==> config.mk <==
export PLATFORM = sky130hd
export DESIGN_NAME = wb_cam_capture
export DESIGN_NICKNAME = d
export VERILOG_FILES = /design/src/rtl/wb_cam_pkg.sv /design/src/rtl/cam_sync_fifo.sv /design/src/rtl/wb_cam_capture.sv
export SDC_FILE = /design/constraint.sdc
export NUM_CORES = 1
export LEC_CHECK = 0
export BUFFER_PORTS_ARGS = -buffer_cell sky130_fd_sc_hd__buf_2
export CAP_MARGIN = 30
export CORE_MARGIN = 4
export CORE_UTILIZATION = 35
export DETAILED_ROUTE_END_ITERATION = 10
export PLACE_DENSITY_LB_ADDON = 0.08
export REMOVE_ABC_BUFFERS = 1
export SETUP_SLACK_MARGIN = 0.05
export SYNTH_ARGS = -nofsm -noshare
export SYNTH_HDL_FRONTEND = slang
export SYNTH_SLANG_ARGS = --single-unit
==> constraint.sdc <==
create_clock -name clk -period 6.08 [get_ports clk]
set_clock_uncertainty 0.05 [all_clocks]
set_input_delay 0.608 -clock clk [delete_from_list [all_inputs] [get_ports clk]]
set_output_delay 0.608 -clock clk [all_outputs]
set_load 0.005 [all_outputs]
==> src/rtl/wb_cam_pkg.sv <==
// Shared definitions for the Wishbone camera capture block: register map,
// control/status bit positions, FSM encoding and sizing helpers.
package wb_cam_pkg;

    localparam logic [2:0] REG_CTRL      = 3'd0;
    localparam logic [2:0] REG_STATUS    = 3'd1;
    localparam logic [2:0] REG_DATA      = 3'd2;
    localparam logic [2:0] REG_FRAME_CNT = 3'd3;
    localparam logic [2:0] REG_GEOM      = 3'd4;

    localparam int CTRL_EN     = 0;
    localparam int CTRL_CONT   = 1;
    localparam int CTRL_FLUSH  = 2;
    localparam int CTRL_IRQ_EN = 3;

    localparam int ST_EMPTY = 0;
    localparam int ST_FULL  = 1;
    localparam int ST_OVF   = 2;
    localparam int ST_DONE  = 3;

    typedef enum logic [1:0] {
        S_IDLE    = 2'd0,
        S_WAIT_VS = 2'd1,
        S_CAPTURE = 2'd2,
        S_DONE    = 2'd3
    } cam_state_t;

    function automatic int calc_pack(input int dat_w, input int pix_w);
        return dat_w / pix_w;
    endfunction

    function automatic int calc_log2(input int n);
        int r;
        r = 0;
        while ((1 << r) < n) r++;
        return r;
    endfunction

endpackage

==> src/rtl/cam_sync_fifo.sv <==
// Single-clock first-word-fall-through FIFO; o_dout shows the head word
// whenever the FIFO is not empty. Flush dominates a simultaneous push.
module cam_sync_fifo
    import wb_cam_pkg::*;
#(
    parameter int WIDTH = 32,
    parameter int DEPTH = 16,
    localparam int AW   = calc_log2(DEPTH),
    localparam int LW   = AW + 1
) (
    input  logic             clk,
    input  logic             rst,
    input  logic             i_push,
    input  logic [WIDTH-1:0] i_din,
    input  logic             i_pop,
    input  logic             i_flush,
    output logic [WIDTH-1:0] o_dout,
    output logic [LW-1:0]    o_level,
    output logic             o_empty,
    output logic             o_full
);

    logic [WIDTH-1:0] r_mem [DEPTH];
    logic [AW-1:0]    r_wr_ptr;
    logic [AW-1:0]    r_rd_ptr;
    logic [LW-1:0]    r_count;
    logic             w_do_pop;
    logic             w_do_push;

    assign o_empty   = (r_count == '0);
    assign o_full    = (r_count == LW'(DEPTH));
    assign o_level   = r_count;
    assign o_dout    = r_mem[r_rd_ptr];
    // A pop frees a slot in the same cycle, so a full FIFO still accepts a push then.
    assign w_do_pop  = i_pop & ~o_empty;
    assign w_do_push = i_push & (~o_full | w_do_pop);

    always_ff @(posedge clk) begin
        if (rst || i_flush) begin
            r_wr_ptr <= '0;
            r_rd_ptr <= '0;
            r_count  <= '0;
        end else begin
            if (w_do_push) r_wr_ptr <= r_wr_ptr + 1'b1;
            if (w_do_pop)  r_rd_ptr <= r_rd_ptr + 1'b1;
            r_count <= r_count + LW'(w_do_push) - LW'(w_do_pop);
        end
    end

    always_ff @(posedge clk) begin
        if (!rst && !i_flush && w_do_push) r_mem[r_wr_ptr] <= i_din;
    end

endmodule

==> src/rtl/wb_cam_capture.sv <==
// Wishbone slave that oversamples an OV-style parallel sensor, packs pixels
// into bus words, buffers them in a FIFO and reports frame statistics.
module wb_cam_capture
    import wb_cam_pkg::*;
#(
    parameter int WB_DAT_WIDTH = 32,
    parameter int WB_ADR_WIDTH = 32,
    parameter int PIX_WIDTH    = 8,
    parameter int FIFO_DEPTH   = 16,
    parameter int XCLK_DIV     = 2
) (
    input  logic                      clk,
    input  logic                      rst,
    output logic                      xclk,
    input  logic                      pclk,
    input  logic                      href,
    input  logic                      vsync,
    input  logic [PIX_WIDTH-1:0]      pix_d,
    input  logic [WB_ADR_WIDTH-1:0]   wb_adr_i,
    input  logic [WB_DAT_WIDTH-1:0]   wb_dat_i,
    input  logic                      wb_we_i,
    input  logic                      wb_cyc_i,
    input  logic                      wb_stb_i,
    input  logic [WB_DAT_WIDTH/8-1:0] wb_sel_i,
    output logic [WB_DAT_WIDTH-1:0]   wb_dat_o,
    output logic                      wb_ack_o,
    output logic                      irq
);

    localparam int PACK    = calc_pack(WB_DAT_WIDTH, PIX_WIDTH);
    localparam int LW      = calc_log2(FIFO_DEPTH) + 1;
    localparam int PACK_CW = calc_log2(PACK) + 1;

    // Sensor synchronizers: [0]=s1, [1]=s2, [2]=history
    logic [2:0]           r_pclk_sh, r_href_sh, r_vs_sh;
    logic [PIX_WIDTH-1:0] r_pix_s1, r_pix_s2;
    logic [15:0]          r_xclk_cnt;
    logic                 r_xclk;

    cam_state_t           r_state, w_state_next;
    logic                 r_ctrl_en, r_ctrl_cont, r_ctrl_irq_en;
    logic                 r_ovf, r_frame_done, r_irq;
    logic [PACK_CW-1:0]   r_pack_cnt;
    logic [WB_DAT_WIDTH-1:0] r_pack_word, w_pack_word, w_push_data;
    logic [15:0]          r_line_pix, r_last_line, r_line_cnt;
    logic [15:0]          r_geom_pix, r_geom_lines, r_frame_cnt;
    logic                 r_ack, r_pop_pend;
    logic [WB_DAT_WIDTH-1:0] r_dat_o, w_rd_data;

    logic w_pclk_rise, w_vs_fall, w_vs_rise, w_href_fall;
    logic w_req, w_wr, w_ctrl_wr, w_stat_wr, w_abort, w_flush;
    logic w_start, w_pixel, w_pack_full, w_partial, w_frame_end, w_push, w_ovf_evt;
    logic [2:0] w_addr;
    logic [WB_DAT_WIDTH-1:0] w_dout;
    logic [LW-1:0] w_level;
    logic w_empty, w_full;
    logic w_unused;

    assign w_unused = ^{wb_adr_i[WB_ADR_WIDTH-1:5], wb_adr_i[1:0], wb_sel_i,
                        wb_dat_i[WB_DAT_WIDTH-1:4]};

    always_ff @(posedge clk) begin
        if (rst) begin
            r_xclk_cnt <= '0;
            r_xclk     <= 1'b0;
            r_pclk_sh  <= '0;
            r_href_sh  <= '0;
            r_vs_sh    <= '0;
            r_pix_s1   <= '0;
            r_pix_s2   <= '0;
        end else begin
            if (r_xclk_cnt == 16'(XCLK_DIV - 1)) begin
                r_xclk_cnt <= '0;
                r_xclk     <= ~r_xclk;
            end else begin
                r_xclk_cnt <= r_xclk_cnt + 16'd1;
            end
            r_pclk_sh <= {r_pclk_sh[1:0], pclk};
            r_href_sh <= {r_href_sh[1:0], href};
            r_vs_sh   <= {r_vs_sh[1:0], vsync};
            r_pix_s1  <= pix_d;
            r_pix_s2  <= r_pix_s1;
        end
    end

    assign xclk        = r_xclk;
    assign w_pclk_rise = r_pclk_sh[1] & ~r_pclk_sh[2];
    assign w_vs_fall   = ~r_vs_sh[1] & r_vs_sh[2];
    assign w_vs_rise   = r_vs_sh[1] & ~r_vs_sh[2];
    assign w_href_fall = ~r_href_sh[1] & r_href_sh[2];

    // Bus decode; register writes take effect on the request edge.
    assign w_addr    = wb_adr_i[4:2];
    assign w_req     = wb_stb_i & wb_cyc_i & ~r_ack;
    assign w_wr      = w_req & wb_we_i;
    assign w_ctrl_wr = w_wr & (w_addr == REG_CTRL);
    assign w_stat_wr = w_wr & (w_addr == REG_STATUS);
    assign w_abort   = w_ctrl_wr & ~wb_dat_i[CTRL_EN];
    assign w_flush   = w_ctrl_wr & wb_dat_i[CTRL_FLUSH];

    assign w_start     = (r_state == S_WAIT_VS) & w_vs_fall;
    assign w_frame_end = (r_state == S_CAPTURE) & w_vs_rise & ~w_abort;
    assign w_pixel     = (r_state == S_CAPTURE) & w_pclk_rise & r_href_sh[1] & ~w_vs_rise;
    assign w_pack_word = r_pack_word |
                         (WB_DAT_WIDTH'(r_pix_s2) << (r_pack_cnt * PIX_WIDTH));
    assign w_pack_full = w_pixel & (r_pack_cnt == PACK_CW'(PACK - 1));
    assign w_partial   = w_frame_end & (r_pack_cnt != '0);
    assign w_push      = (w_pack_full | w_partial) & ~w_abort;
    assign w_push_data = w_pack_full ? w_pack_word : r_pack_word;
    assign w_ovf_evt   = w_push & w_full & ~r_pop_pend & ~w_flush;

    cam_sync_fifo #(.WIDTH(WB_DAT_WIDTH), .DEPTH(FIFO_DEPTH)) u_fifo (
        .clk     (clk),
        .rst     (rst),
        .i_push  (w_push),
        .i_din   (w_push_data),
        .i_pop   (r_pop_pend),
        .i_flush (w_flush),
        .o_dout  (w_dout),
        .o_level (w_level),
        .o_empty (w_empty),
        .o_full  (w_full)
    );

    always_comb begin
        w_state_next = r_state;
        case (r_state)
            S_IDLE:    if (r_ctrl_en) w_state_next = S_WAIT_VS;
            S_WAIT_VS: if (w_vs_fall) w_state_next = S_CAPTURE;
            S_CAPTURE: if (w_vs_rise) w_state_next = r_ctrl_cont ? S_WAIT_VS : S_DONE;
            S_DONE:    if (r_ctrl_en) w_state_next = S_WAIT_VS;
            default:   w_state_next = S_IDLE;
        endcase
        if (w_abort) w_state_next = S_IDLE;
    end

    always_ff @(posedge clk) begin
        if (rst) r_state <= S_IDLE;
        else     r_state <= w_state_next;
    end

    // Single-shot capture drops enable itself so DONE holds until software re-arms.
    always_ff @(posedge clk) begin
        if (rst) begin
            r_ctrl_en     <= 1'b0;
            r_ctrl_cont   <= 1'b0;
            r_ctrl_irq_en <= 1'b0;
        end else if (w_ctrl_wr) begin
            r_ctrl_en     <= wb_dat_i[CTRL_EN];
            r_ctrl_cont   <= wb_dat_i[CTRL_CONT];
            r_ctrl_irq_en <= wb_dat_i[CTRL_IRQ_EN];
        end else if (w_frame_end && !r_ctrl_cont) begin
            r_ctrl_en <= 1'b0;
        end
    end

    always_ff @(posedge clk) begin
        if (rst || w_flush || w_abort || w_start || w_frame_end) begin
            r_pack_cnt  <= '0;
            r_pack_word <= '0;
        end else if (w_pixel) begin
            if (w_pack_full) begin
                r_pack_cnt  <= '0;
                r_pack_word <= '0;
            end else begin
                r_pack_cnt  <= r_pack_cnt + 1'b1;
                r_pack_word <= w_pack_word;
            end
        end
    end

    always_ff @(posedge clk) begin
        if (rst) begin
            r_line_pix   <= '0;
            r_last_line  <= '0;
            r_line_cnt   <= '0;
            r_geom_pix   <= '0;
            r_geom_lines <= '0;
            r_frame_cnt  <= '0;
        end else if (w_start) begin
            r_line_pix  <= '0;
            r_last_line <= '0;
            r_line_cnt  <= '0;
        end else if (r_state == S_CAPTURE) begin
            if (w_pixel) r_line_pix <= r_line_pix + 16'd1;
            if (w_href_fall) begin
                r_last_line <= r_line_pix;
                r_line_pix  <= '0;
                r_line_cnt  <= r_line_cnt + 16'd1;
            end
            if (w_frame_end) begin
                r_geom_pix   <= r_last_line;
                r_geom_lines <= r_line_cnt;
                r_frame_cnt  <= r_frame_cnt + 16'd1;
            end
        end
    end

    // Sticky flags: a new event in the same cycle as a clear keeps the flag set.
    always_ff @(posedge clk) begin
        if (rst) begin
            r_ovf        <= 1'b0;
            r_frame_done <= 1'b0;
            r_irq        <= 1'b0;
        end else begin
            if (w_ovf_evt)                         r_ovf <= 1'b1;
            else if (w_stat_wr && wb_dat_i[ST_OVF]) r_ovf <= 1'b0;
            if (w_frame_end)                        r_frame_done <= 1'b1;
            else if (w_stat_wr && wb_dat_i[ST_DONE]) r_frame_done <= 1'b0;
            r_irq <= r_ctrl_irq_en & (r_ovf | r_frame_done);
        end
    end

    always_comb begin
        w_rd_data = '0;
        case (w_addr)
            REG_CTRL:      w_rd_data[3:0]   = {r_ctrl_irq_en, 1'b0, r_ctrl_cont, r_ctrl_en};
            REG_STATUS:    w_rd_data[15:0]  = {8'(w_level), 2'b00, r_state, r_frame_done,
                                               r_ovf, w_full, w_empty};
            REG_DATA:      if (!w_empty) w_rd_data = w_dout;
            REG_FRAME_CNT: w_rd_data[15:0]  = r_frame_cnt;
            REG_GEOM:      w_rd_data[31:0]  = {r_geom_lines, r_geom_pix};
            default:       w_rd_data = '0;
        endcase
    end

    // The DATA pop is deferred to the ack cycle and only when a word was returned.
    always_ff @(posedge clk) begin
        if (rst) begin
            r_ack      <= 1'b0;
            r_dat_o    <= '0;
            r_pop_pend <= 1'b0;
        end else begin
            r_ack      <= w_req;
            r_dat_o    <= (w_req && !wb_we_i) ? w_rd_data : '0;
            r_pop_pend <= w_req & ~wb_we_i & (w_addr == REG_DATA) & ~w_empty;
        end
    end

    assign wb_ack_o = r_ack;
    assign wb_dat_o = r_dat_o;
    assign irq      = r_irq;

endmodule

# [Word level (Yosys, flattened, before mapping)]
# Memory sizes are Yosys's and may differ from the RTL's. A register that Yosys moved wholly into a read port is not among the register bits.
# Index checks and enable logic that the tools add are counted.
[op_classes] addsub=9 n_mul=0 div_mod_pow=0 magnitude_cmp=0 n_eq_ne=13 shift=1 muxes=24 bitwise_logic=49 reduce_logical=31
[ops] op="$mux 32" count=3
[ops] op="$add 16x1->16 const B" count=4
[ops] op="$pmux 12 s4" count=1
[ops] op="$mux 16" count=2
[ops] op="$or 32x32->32" count=1
[ops] op="$pmux 16 s2" count=1
[ops] op="$shl 8x6->32" count=1
[ops] op="$and 1x1->1" count=29
[ops] op="$pmux 4 s5" count=1
[ops] op="$eq 16x1->1 const B" count=1
[ops] op="$not 1->1" count=16
[ops] op="$reduce_or 2->1" count=5
[ops] op="$eq 3x2->1 const B" count=3
[ops] op="$add 4x1->4 const B" count=2
[ops] op="$mux 1" count=8
[ops] op="$mux 2" count=4
[ops] op="$mux 4" count=2
[ops] op="$reduce_bool 2->1" count=4
[ops] op="$logic_and 1x1->1" count=6
[ops] op="$pmux 2 s3" count=1
[ops] op="$reduce_and 3->1" count=2
[ops] op="$add 5x1->5" count=1
[ops] op="$eq 5x5->1 const B" count=1
[ops] op="$logic_not 5->1" count=1
[ops] op="other kinds (16)" count=27
[totals] ff_bits=228 latch_bits=0 ramBits=512 mem_bits_ro=0 input_bits=84 output_inout_bits=35 wordCells=156 n_memories=1
[memory_table] memory="u_fifo.r_mem" depth=16 width=32 read_ports=1 rd_clocked_by_memory_dff=1 write_ports=1 line="cam_sync_fifo.sv:23" source="logic [WIDTH-1:0] r_mem [DEPTH];"

# [Logic depth before layout (Yosys ltp)]
# Gate-level depths: netlist of the first run.
[logic_depth] depth_word=14 ltp_mapped=15 mapped_depth_nobuf=14

# [By module]
# From an unflattened synthesis of the first run, not the netlist that was laid out.
[hier_totals] hier_cells=1845 area_unflattened_um2=28792.6
[by_module_without_submodules] mod="cam_sync_fifo" instances=1 cells_per_inst=894 area_each_um2=19995.4 seq_area_each_um2=15715.1
[by_module_without_submodules] mod="wb_cam_capture" instances=1 cells_per_inst=951 area_each_um2=8797.2 seq_area_each_um2=4304.1

# [Worst setup path before layout of the first run]
# No wires, ideal clock.
[synth_path] kind="input to register" start="input wb_adr_i[3]" end="memory u_fifo.r_mem[0][0] (enable)" setup_ns=0.461 t_arrival_ns=3.919 required_ns=5.569 path_slack_ns=1.650 cell_stages=7 n_path_buf=2 cell_sequence="buf_2 > or3_1 > buf_2 > nor3_2 > nor3_2 > nand3_1 > nor3_1"
[synth_between] elab_chain_len=12 word_cells_on_any_way=15 classes_between="2 x mux; 9 x bitwise; 4 x reduce/logical"
[synth_lines] element="start, declared" line="wb_cam_capture.sv:19" source="input logic [WB_ADR_WIDTH-1:0] wb_adr_i,"
[synth_lines] element="$logic_not 3->1 *" line="wb_cam_capture.sv:96" source="assign w_ctrl_wr = w_wr & (w_addr == REG_CTRL);"
[synth_lines] element="$and 1x1->1 *" line="wb_cam_capture.sv:96"
[synth_lines] element="$and 1x1->1 *" line="wb_cam_capture.sv:98" source="assign w_abort = w_ctrl_wr & ~wb_dat_i[CTRL_EN];"
[synth_lines] element="$not 1->1 *" line="wb_cam_capture.sv:102, wb_cam_capture.sv:108"
[synth_lines] element="$and 1x1->1" line="wb_cam_capture.sv:102" source="assign w_frame_end = (r_state == S_CAPTURE) & w_vs_rise & ~w_abort;"
[synth_lines] element="$and 1x1->1" line="wb_cam_capture.sv:107" source="assign w_partial = w_frame_end & (r_pack_cnt != '0);"
[synth_lines] element="$or 1x1->1" line="wb_cam_capture.sv:108" source="assign w_push = (w_pack_full | w_partial) & ~w_abort;"
[synth_lines] element="$and 1x1->1 *" line="wb_cam_capture.sv:108"
[synth_lines] element="$and 1x1->1 *" line="cam_sync_fifo.sv:36" source="assign w_do_push = i_push & (~o_full | w_do_pop);"
[synth_lines] element="via u_fifo.w_do_push" line="cam_sync_fifo.sv:28" source="logic w_do_push;"
[synth_lines] element="$logic_and 1x1->1 *" line="cam_sync_fifo.sv:51" source="if (!rst && !i_flush && w_do_push) r_mem[r_wr_ptr] <= i_din;"
[synth_lines] element="$mux 1 *" line="cam_sync_fifo.sv:51"
[synth_lines] element="$mux 1 (not written as such) *" line="cam_sync_fifo.sv:51"
[synth_lines] element="end, declared" line="cam_sync_fifo.sv:23"
# Mark *: on every way through the listed nets, which the timed path passes. The rest lies on a longest branch.

# [Worst setup path after layout of the first run]
[layout_path] start="register r_state[0]" end="memory u_fifo.r_mem[15][29] (enable)"
[layout_between] elab_chain_len=11 word_cells_on_any_way=14 classes_between="1 x eq/ne; 2 x mux; 10 x bitwise; 1 x reduce/logical"
[layout_lines] element="start, declared" line="wb_cam_capture.sv:40" source="cam_state_t r_state, w_state_next;"
[layout_lines] element="start signal, assigned" line="wb_cam_capture.sv:139" source="else r_state <= w_state_next;"
[layout_lines] element="$eq 2x2->1 *" line="wb_cam_capture.sv:102, wb_cam_capture.sv:103"
[layout_lines] element="$and 1x1->1 (3 in a row)" line="wb_cam_capture.sv:103" source="assign w_pixel = (r_state == S_CAPTURE) & w_pclk_rise & r_href_sh[1] & ~w_vs_rise;"
[layout_lines] element="$and 1x1->1" line="wb_cam_capture.sv:106" source="assign w_pack_full = w_pixel & (r_pack_cnt == PACK_CW'(PACK - 1));"
[layout_lines] element="$or 1x1->1 *" line="wb_cam_capture.sv:108"
[layout_lines] element="$and 1x1->1 *" line="wb_cam_capture.sv:108"
[layout_lines] element="$and 1x1->1 *" line="cam_sync_fifo.sv:36"
[layout_lines] element="via u_fifo.w_do_push" line="cam_sync_fifo.sv:28"
[layout_lines] element="$logic_and 1x1->1 *" line="cam_sync_fifo.sv:51"
[layout_lines] element="$mux 1 *" line="cam_sync_fifo.sv:51"
[layout_lines] element="$mux 1 (not written as such) *" line="cam_sync_fifo.sv:51"
# Marks and branches as above.

==> metrics, run 1 <==
PD cells=319 nW/µm²; clk_lat worst skew=0.63 ns; synthesis-to-layout area growth=15.8%; Hold Path Stages=2; Worst setup EP type=flop; Hold EP=r_pix_s1[2]$_SDFF_PP0_; final hold vios=0; Placement Setup Slack=1.85 ns; Leakage=0.0107 µW; Critical Path RT=6.34 ns; Setup Viol. Count Final=0; Avg Cell Area, Syn=15.6 µm²; Initial DRC Count=1,254; CTS Buffer Depth=3; CTS Root Cell=clkbuf_16; Mapped Area=28,700 µm²; area leader, netlist=edfxtp_1; Initial Util=35.5%; critical path type=flop to flop; Startpoint Class=flop; crit-path max cell delay=0.87 ns; Synth area leaders=edfxtp_1 54%, dfxtp_1 16%, mux4_2 10%; vias in the first global route=16,100; post-synthesis sequential area ratio=69.8%; Yosys top cell area share=53.6%; RSZ-0062 raised after global routing=false; CTS Buf Count=84; Post-Layout Inst Area=33,200 µm²; Max VDD drop=0.194 mV; Die X=294 µm; Power, Total=10,600 µW; Synth Register Bits=744; cell with the most instances after synthesis=edfxtp_1; Slew @ Worst Pin=0.987 ns; Top Ports=119; nets@finish=2,040; non-filler cells, final=3,063; WL/cell=24.1 µm; antenna violations before repair=0; Fmax=0.242 GHz; # DRC=0; minimum clock period=4.13 ns; top post-synthesis cells by count=512 x edfxtp_1, 232 x dfxtp_1, 152 x nand2_1; Placer Congestion=0.755; Post-CTS Hold Buffers=0; post-CTS setup buffer count=0; drt pass-1 iters=7; Worst Slack Setup Final=1.95 ns; Max FO, Critical Path=21; kind of cell adding the most delay to the critical path=simple AND/OR/NAND/NOR gates; Worst Hold Slack=0.132 ns; Sink Count=744; RR Endpoint=u_fifo.r_mem[15][29]$_DFFE_PP_; Buffers on Ports=57; CTS tree=done; CTS H-tree lvls=3; DRT Wirelength=73,900 µm; DRT antenna net count=0; Max Slew Vio Count=0; Worst slew margin=33.7%; All-Layer GR Usage=17.1%; num rows=104; die area=86,600 µm²; min-delay src=pix_d[2]; CP Buf/Inv Count=2; vias per cell=5.17; Period Utilization, post-route=67.9%; grt total ovfl=0; post-synthesis cell count=1,840; post-CTS sizing=0; final HPWL from detailed placement=45,900 µm; placed cell count=2,908; R2R depth=8; Placed Area=30,400 µm²; vias after detailed routing=15,800; asr flop ratio synth=0%; first-pass GRT wire length=109,000 µm; R2R Setup Slk=1.95 ns; crit path cell chain=inv_1 > ha_1 > and3b_1 > a32oi_1 > nor3_2 > nand3_1 > nor2_4 > buf_4; crit path max-delay cell type=nor2_4; fraction of layout cells with a size suffix above 1=21.1%; library cells used by synthesis=59; number of synthesized flops with an enable pin=512; max-cap viol count=0; largest net degree at the start of global routing=75; Critical Path AT=4.38 ns; Synth Warn #=0; hold crit path type=input pin to flop; dominant synthesized flop cell=edfxtp_1; ant diodes=0; outcome=finished, final reports clean; R2R Path Start=r_state[0]$_SDFFE_PP0P_; crit path from=r_state[0]$_SDFFE_PP0P_; CTS clk-pin slew, worst paths=0.06 ns; core area=80,800 µm²; Die Ht=294 µm
-- power breakdown --
group | leakage (µW) | switching [µW] | total (µW) | internal, µW
logic | 0.00287 | 75.1 | 117 | 42.3
clock network | 0.00137 | 2060 | 5110 | 3040
registers | 0.00647 | 20.3 | 5380 | 5360
total | 0.0107 | 2160 | 10600 | 8440
-- flip-flops by register name, indices dropped and copies added, names as in the netlist, 4 cells and up, named ones only --
name / count
r_last_line: 16
r_pix_s2: 8
r_geom_lines: 16
r_line_pix: 16
r_frame_cnt: 16
r_xclk_cnt: 16
u_fifo.r_rd_ptr: 4
u_fifo.o_level: 5
r_pix_s1: 8
u_fifo.r_wr_ptr: 4
r_pack_word: 32
r_geom_pix: 16
r_line_cnt: 16
u_fifo.r_mem: 512
wb_dat_o: 32
-- cell usage in the layout (no fill, tap or decap), types with 21 or more instances in the layout --
cell	netlist	layout
buf_4	8	38
edfxtp_1	512	512
o21ai_0	22	22
xnor2_1	31	31
ha_1	21	21
mux4_2	131	131
dfxtp_1	232	228
xor2_1	27	27
clkbuf_1	38	25
nand2_1	152	152
nor2b_1	31	31
inv_1	24	24
mux2i_1	31	31
a21o_1	35	35
nand3_1	26	26
clkbuf_16	0	84
nand4_1	24	24
mux2_2	31	31
buf_2	24	58
nor2_1	135	123
a21oi_1	109	109
-- per-stage QoR --
step | util [%] | setup TNS (ns)
3_5_place_dp | 37.6 | 0
5_1_grt | 41.1 | 0
6_report | 41.1 | 0
3_3_place_gp | 37.5 | 0
4_1_cts | 41.1 | 0
2_1_floorplan | - | -3.81
-- cell families (layout without fill, tap and decap cells) --
kind of cell | count (synthesis) | after routing | share of synthesized area [%]
adders and majority gates | 22 | 22 | 0.986
xor gates and xnor gates | 58 | 58 | 1.77
DFF | 744 | 744 | 69.8
buffers and inverters | 120 | 283 | 1.89
AOI/OAI and AO/OA | 232 | 232 | 5.04
and+or+nand+nor | 471 | 471 | 7.90
muxes | 193 | 193 | 12.6
-- per-layer routing --
layer	vias to the layer above	part of all wire [%]	global-route usage [%]
met4	0	2.8	5.08
met5	-	0	0
met3	116	4.1	2.40
met1	8149	46	24.0
met2	358	47	27.9
li1	7221	-	-
-- cell type report --
| class | instances | area [µm²] |
|---|---|---|
| Multi-Input combinational cell | 976 | 8230 |
| Timing Repair Buffer | 104 | 743 |
| Tap cell | 1060 | 1330 |
| Clock buffer | 116 | 2290 |
| Clock inverter | 39 | 498 |
| Fill cell | 7381 | 47600 |
| Inverter | 24 | 90.1 |
| Sequential cell | 744 | 20000 |
-- worst max path at each step --
stage	to	slack, ns	cells past startpoint
after floorplan	wb_dat_o[3]$_SDFF_PP0_	-0.29	5
after detailed placement	u_fifo.r_mem[15][22]$_DFFE_PP_	1.85	7
after global routing	u_fifo.r_mem[14][0]$_DFFE_PP_	1.72	8
after global placement	u_fifo.r_mem[4][13]$_DFFE_PP_	1.84	7
final	u_fifo.r_mem[15][29]$_DFFE_PP_	1.95	8
after CTS	u_fifo.r_mem[15][0]$_DFFE_PP_	1.91	8
Power figures use the tool's default switching activity.
==> run 2, diff against run 1 <==
- clock period: 6.08 -> 3.9 ns (I/O delays scaled with it)
==> metrics, run 2 (synthesized netlist as in run 1, its figures left out) <==
commonest non-fill, non-tap cell in the layout=edfxtp_1; Leakage=0.0108 µW (+1.1%); synthesis-to-layout area growth=16.6%; critical path type=flop to flop; Placer Congestion=0.775 (+2.7%); crit path cell chain=ha_1 > nor2b_1 > a32oi_1 > nor3_2 > nand3_1 > nor2_4 > buf_12; Max FO, Critical Path=12 (-43%); Slew @ Worst Pin=0.823 ns (-0.164 ns); Die X=294 µm (unchanged); Critical Path AT=3.58 ns (-0.80 ns); crit-path max cell delay=0.57 ns (-0.30 ns); clk_lat worst skew=0.63 ns (about the same); Startpoint Class=flop; vias per cell=5.19 (+0.39%); Top Ports=119 (unchanged); DRT Wirelength=73,800 µm (-0.17%); Period Utilization, post-route=85.3% (+17 points); final HPWL from detailed placement=45,300 µm (-1.4%); CTS Buf Count=83 (-1.2%); Worst setup EP type=flop; CP Buf/Inv Count=1 (-1); CTS tree=done; sequential power share=51.7% (+1.0 points); vias in the first global route=16,300 (+1.3%); num rows=104 (unchanged); placed cell count=2,918 (+0.34%); CTS H-tree lvls=3 (unchanged); Fmax=0.300 GHz (+24%); RSZ-0062 raised after global routing=false; DRT antenna net count=0 (unchanged); Die Ht=294 µm (unchanged); WL met2=34,500 µm (-1.2%); Initial DRC Count=1,077 (-14%); first-pass GRT wire length=109,000 µm (+0.10%); R2R Path Start=r_pack_cnt[0]$_SDFFE_PP0N_; die area=86,600 µm² (unchanged); grt total ovfl=0 (unchanged); WL/cell=23.9 µm (-0.85%); clock network power share=47.0% (-1.2 points); Critical Path RT=4.16 ns (-2.18 ns); crit path from=r_pack_cnt[0]$_SDFFE_PP0N_; antenna violations before repair=1 (+1); Buffers on Ports=57 (unchanged); CTS Buffer Depth=3 (unchanged); Top reg by flops=u_fifo.r_mem; max-cap viol count=0 (unchanged); uppermost layer routed=met4; minimum clock period=3.33 ns (-0.797 ns); switching pwr=3270 µW (+51%); post-CTS sizing=0 (unchanged); CTS clk-pin slew, worst paths=0.06 ns (about the same); post-CTS setup buffer count=0 (unchanged); met1 WL=34,500 µm (+1.9%); nets@finish=2,062 (+1.1%); kind of cell adding the most delay to the critical path=simple AND/OR/NAND/NOR gates; final hold vios=0 (unchanged); Max VDD drop=0.296 mV (+52%); outcome=finished, final reports clean; Power, Total=16,200 µW (+53%); crit path max-delay cell type=nor2_4; most frequent cells in the layout=512 x edfxtp_1, 228 x dfxtp_1, 152 x nand2_1, 131 x mux4_2, 123 x nor2_1; R2R Setup Slk=0.57 ns (-1.38 ns); Worst slew margin=45.1% (+11 points); combinational fraction of design power=1.2% (about the same); All-Layer GR Usage=17.1% (+0.026 points); drt pass-1 iters=5 (-2); ant diodes=0 (unchanged); CTS Root Cell=clkbuf_16; FILL cells=7,333 (-0.65%); Max Slew Vio Count=0 (unchanged); hold crit path type=input pin to flop; Setup Viol. Count Final=0 (unchanged); fraction of layout cells with a size suffix above 1=20.9% (-0.17 points); non-filler cells, final=3,084 (+0.69%); vias after detailed routing=16,000 (+1.1%); PD cells=485 nW/µm² (+52%); largest net degree at the start of global routing=69 (-8.0%); Initial Util=35.5% (unchanged); Int Power=12,900 µW (+53%); # DRC=0 (unchanged); max FFs per register=512 (unchanged); switching portion of total power=20.2% (-0.18 points); core area=80,800 µm² (unchanged); DR WL met3=2890 µm (-5.2%); min-delay src=rst; Sink Count=744 (unchanged)
==> run 2: cell types whose count changed in the layout (fill, tap and decap cells not counted), sizes merged <==
cell,change
dlygate4sd3,+13
buf,+10
clkbuf,+14
clkinv,-7
bufinv,-7
clkinvlp,-2
==> run 2: metal layers <==
layer | vias up | track usage [%]
met5 | - | 0
met4 | 0 | 5.36
met3 | 94 | 2.38
met2 | 339 | 27.2
met1 | 8317 | 24.5
li1 | 7265 | -
==> run 2: final cells by class <==
| type | instances | area, µm² | share of cell area, % |
|---|---|---|---|
| clock inverters | 23 | 189 | 0.565 |
| well taps | 1060 | 1330 | 3.97 |
| inverters | 24 | 90.1 | 0.269 |
| flip-flops and latches | 744 | 20000 | 59.9 |
| repair buffers | 127 | 1100 | 3.30 |
| clock buffers | 130 | 2480 | 7.41 |
| multi-input cells | 976 | 8230 | 24.6 |
==> run 2: per-stage QoR <==
stage	TNS, ns	setup WS [ns]	instance area, µm²	hold WS (ns)	util, %
2_1_floorplan	-134.76	-2.47	28200	0.364	-
3_3_place_gp	0	0.518	30600	0.375	37.9
3_5_place_dp	0	0.496	30600	0.379	37.9
4_1_cts	0	0.556	33400	0.00437	41.4
5_1_grt	0	0.323	33400	0.0417	41.4
6_report	0	0.571	33400	0.0479	41.4
==> run 2: path summary, 6_finish.rpt <==
kind / to / depth (start not counted)
setup / recovery: u_fifo.r_mem[7][17]$_DFFE_PP_ / 7
hold / removal: r_frame_cnt[3]$_SDFFE_PP0P_ / 2
setup reg to reg: u_fifo.r_mem[7][17]$_DFFE_PP_ / 7
hold reg to reg: r_pix_s2[4]$_SDFF_PP0_ / 1
==> run 2: worst register-to-register path, cell delays in order (launching register included) <==
cell and delay (ns):
dfxtp_1 0.46, ha_1 0.21, nor2b_1 0.28, a32oi_1 0.26, nor3_2 0.51, nand3_1 0.42, nor2_4 0.57, buf_12 0.24
==> run 2: what timing repair did <==
item,in CTS,in global routing
setup endpoints to repair,0,0
endpoints found under the hold margin,13,0
hold buffers,13,0
==> run 2: power groups by stage <==
stage	Clock (µW)	Sequential (µW)	Combinational (µW)
5_1_grt	8190	8380	221
3_3_place_gp	0	8550	182
2_1_floorplan	0	8540	108
4_1_cts	7870	8380	202
6_report	7620	8380	198
3_5_place_dp	0	8550	190
==> run 3, diff against run 2 <==
- CELL_PAD_IN_SITES_DETAIL_PLACEMENT: unset -> 1
- CELL_PAD_IN_SITES_GLOBAL_PLACEMENT: unset -> 1
==> metrics, run 3 (synthesized netlist as in run 1, its figures left out) <==
Slew @ Worst Pin=0.944 ns (+0.121 ns); sequential power share=51.6% (about the same); hold crit path type=input pin to flop; max FFs per register=512 (unchanged); CTS Root Cell=clkbuf_16; Worst slew margin=37.1% (-8.1 points); CTS Buf Count=83 (unchanged); kind of cell adding the most delay to the critical path=simple AND/OR/NAND/NOR gates; min-delay src=rst; RSZ-0062 raised after global routing=false; fraction of layout cells with a size suffix above 1=21.8% (+0.90 points); DRT Wirelength=78,000 µm (+5.7%); DRT antenna net count=0 (unchanged); CTS H-tree lvls=3 (unchanged); R2R Setup Slk=0.57 ns (about the same); Top Ports=119 (unchanged); RR Endpoint=u_fifo.r_mem[3][10]$_DFFE_PP_; grt total ovfl=0 (unchanged); Max Slew Vio Count=0 (unchanged); Int Power=13,000 µW (+0.37%); R2R Path Start=r_state[0]$_SDFFE_PP0P_; Most common cell on crit path=nor3_2; All-Layer GR Usage=18.1% (+1.0 points); synthesis-to-layout area growth=17.0%; final core occ=41.5% (+0.11 points); switching pwr=3260 µW (-0.24%); die area=86,600 µm² (unchanged); Power, Total=16,200 µW (+0.25%); CTS Buffer Depth=3 (unchanged); Placer Congestion=0.742 (-4.2%); crit path from=r_state[0]$_SDFFE_PP0P_; Critical Path RT=4.14 ns (-0.02 ns); drt pass-1 iters=5 (unchanged); commonest non-fill, non-tap cell in the layout=edfxtp_1; final hold vios=0 (unchanged); Top reg by flops=u_fifo.r_mem; antenna violations before repair=0 (-1); FILL cells=8,008 (+9.2%); Max VDD drop=0.372 mV (+26%); max-cap viol count=0 (unchanged); vias in the first global route=17,200 (+5.8%); Period Utilization, post-route=85.3% (about the same); Leakage=0.0109 µW (+0.78%); Die X=294 µm (unchanged); crit-path max cell delay=0.58 ns (about the same); Max FO, Critical Path=12 (unchanged); crit path max-delay cell type=nor3_2; core area=80,800 µm² (unchanged); Hold EP=r_href_sh[2]$_SDFF_PP0_; Initial DRC Count=830 (-23%); outcome=finished, final reports clean; Critical Path AT=3.57 ns (about the same); crit path cell chain=inv_1 > ha_1 > and3b_1 > a32oi_1 > nor3_2 > nand3_1 > nor3_2 > buf_4; Hold Path Stages=2 (unchanged); critical path type=flop to flop; CTS clk-pin slew, worst paths=0.06 ns (about the same); WL/cell=25.1 µm (+5.1%); final HPWL from detailed placement=48,700 µm (+7.4%); num rows=104 (unchanged); CTS tree=done; setup TNS=0 ns (unchanged); largest net degree at the start of global routing=45 (-35%); combinational fraction of design power=1.3% (about the same); CP Buf/Inv Count=2 (+1); Buffers on Ports=57 (unchanged); clock network power share=47.1% (about the same); vias per cell=5.18 (-0.21%); Sink Count=744 (unchanged); nets@finish=2,079 (+0.82%); # DRC=0 (unchanged); switching portion of total power=20.1% (-0.099 points); Setup Viol. Count Final=0 (unchanged); most frequent cells in the layout=512 x edfxtp_1, 228 x dfxtp_1, 152 x nand2_1, 131 x mux4_2, 123 x nor2_1; PD cells=484 nW/µm² (about the same); Die Ht=294 µm (unchanged); first-pass GRT wire length=116,000 µm (+5.6%); post-CTS sizing=0 (unchanged); R2R depth=8 (+1); Worst setup EP type=flop; vias after detailed routing=16,100 (+0.37%); clk_lat worst skew=0.62 ns (about the same); Initial Util=35.5% (unchanged); Fmax=0.301 GHz (about the same); minimum clock period=3.33 ns (-0.00281 ns); Startpoint Class=flop
## run 3: changes by cell type in the layout (fill, tap and decap cells not counted), moves of 2 or more
| cell | delta |
|---|---|
| clkinv_1 | +2 |
| inv_16 | -2 |
| clkbuf_1 | -7 |
| buf_4 | +21 |
| clkinvlp_4 | +2 |
| bufinv_16 | +2 |
| clkinv_2 | +5 |
| buf_12 | -4 |
## run 3: metrics by stage
step / cell area [µm²] / setup slack, ns / hold slack [ns] / instances
after floorplan: 28200 / -2.47 / 0.364 / 1744
after global routing: 33500 / 0.310 / 0.0260 / 3101
after CTS: 33500 / 0.513 / 0.0130 / 3100
final: 33500 / 0.574 / 0.0576 / 3102
after global placement: 30700 / 0.552 / 0.373 / 2934
after detailed placement: 30700 / 0.523 / 0.375 / 2934
## run 3: power by group through the flow
stage	Sequential (µW)	Clock (µW)	Combinational [µW]
after global placement	8550	0	195
after global routing	8380	8230	232
after CTS	8380	7890	210
final	8380	7650	209
after detailed placement	8550	0	198
after floorplan	8540	0	108
## run 3: area by class of cell
type / count / area [µm²] / share of cell area [%]
Clock inverter: 32 / 264 / 0.787
Multi-Input combinational cell: 976 / 8230 / 24.5
Antenna cell: 1 / 2.50 / 0.00746
Clock buffer: 121 / 2410 / 7.20
Tap cell: 1060 / 1330 / 3.96
Sequential cell: 744 / 20000 / 59.7
Inverter: 24 / 90.1 / 0.269
Timing Repair Buffer: 144 / 1180 / 3.52
## run 3: layer usage
metal | global-route usage (%) | wire, µm | up-vias | share of wire (%)
met5 | 0 | 0 | - | 0
met4 | 4.35 | 1720 | 0 | 2.2
met3 | 2.67 | 2160 | 112 | 2.8
met2 | 30.7 | 38200 | 209 | 49
met1 | 24.8 | 35800 | 8459 | 46
li1 | - | - | 7294 | -
## run 3: how the worst max path moves through the flow
stage | slack (ns) | cells past startpoint | to
global placement | 0.55 | 7 | u_fifo.r_mem[11][19]$_DFFE_PP_
global route | 0.31 | 7 | u_fifo.r_mem[3][10]$_DFFE_PP_
finish | 0.57 | 8 | u_fifo.r_mem[3][10]$_DFFE_PP_
CTS | 0.51 | 8 | u_fifo.r_mem[11][27]$_DFFE_PP_
floorplan | -2.47 | 5 | wb_dat_o[3]$_SDFF_PP0_
detailed placement | 0.52 | 8 | u_fifo.r_mem[11][27]$_DFFE_PP_
## run 3: timing repair
action,CTS,global route
hold endpoints to repair,13,0
buffers inserted,0,0
endpoints found under the setup margin,0,0
hold buffers,13,0
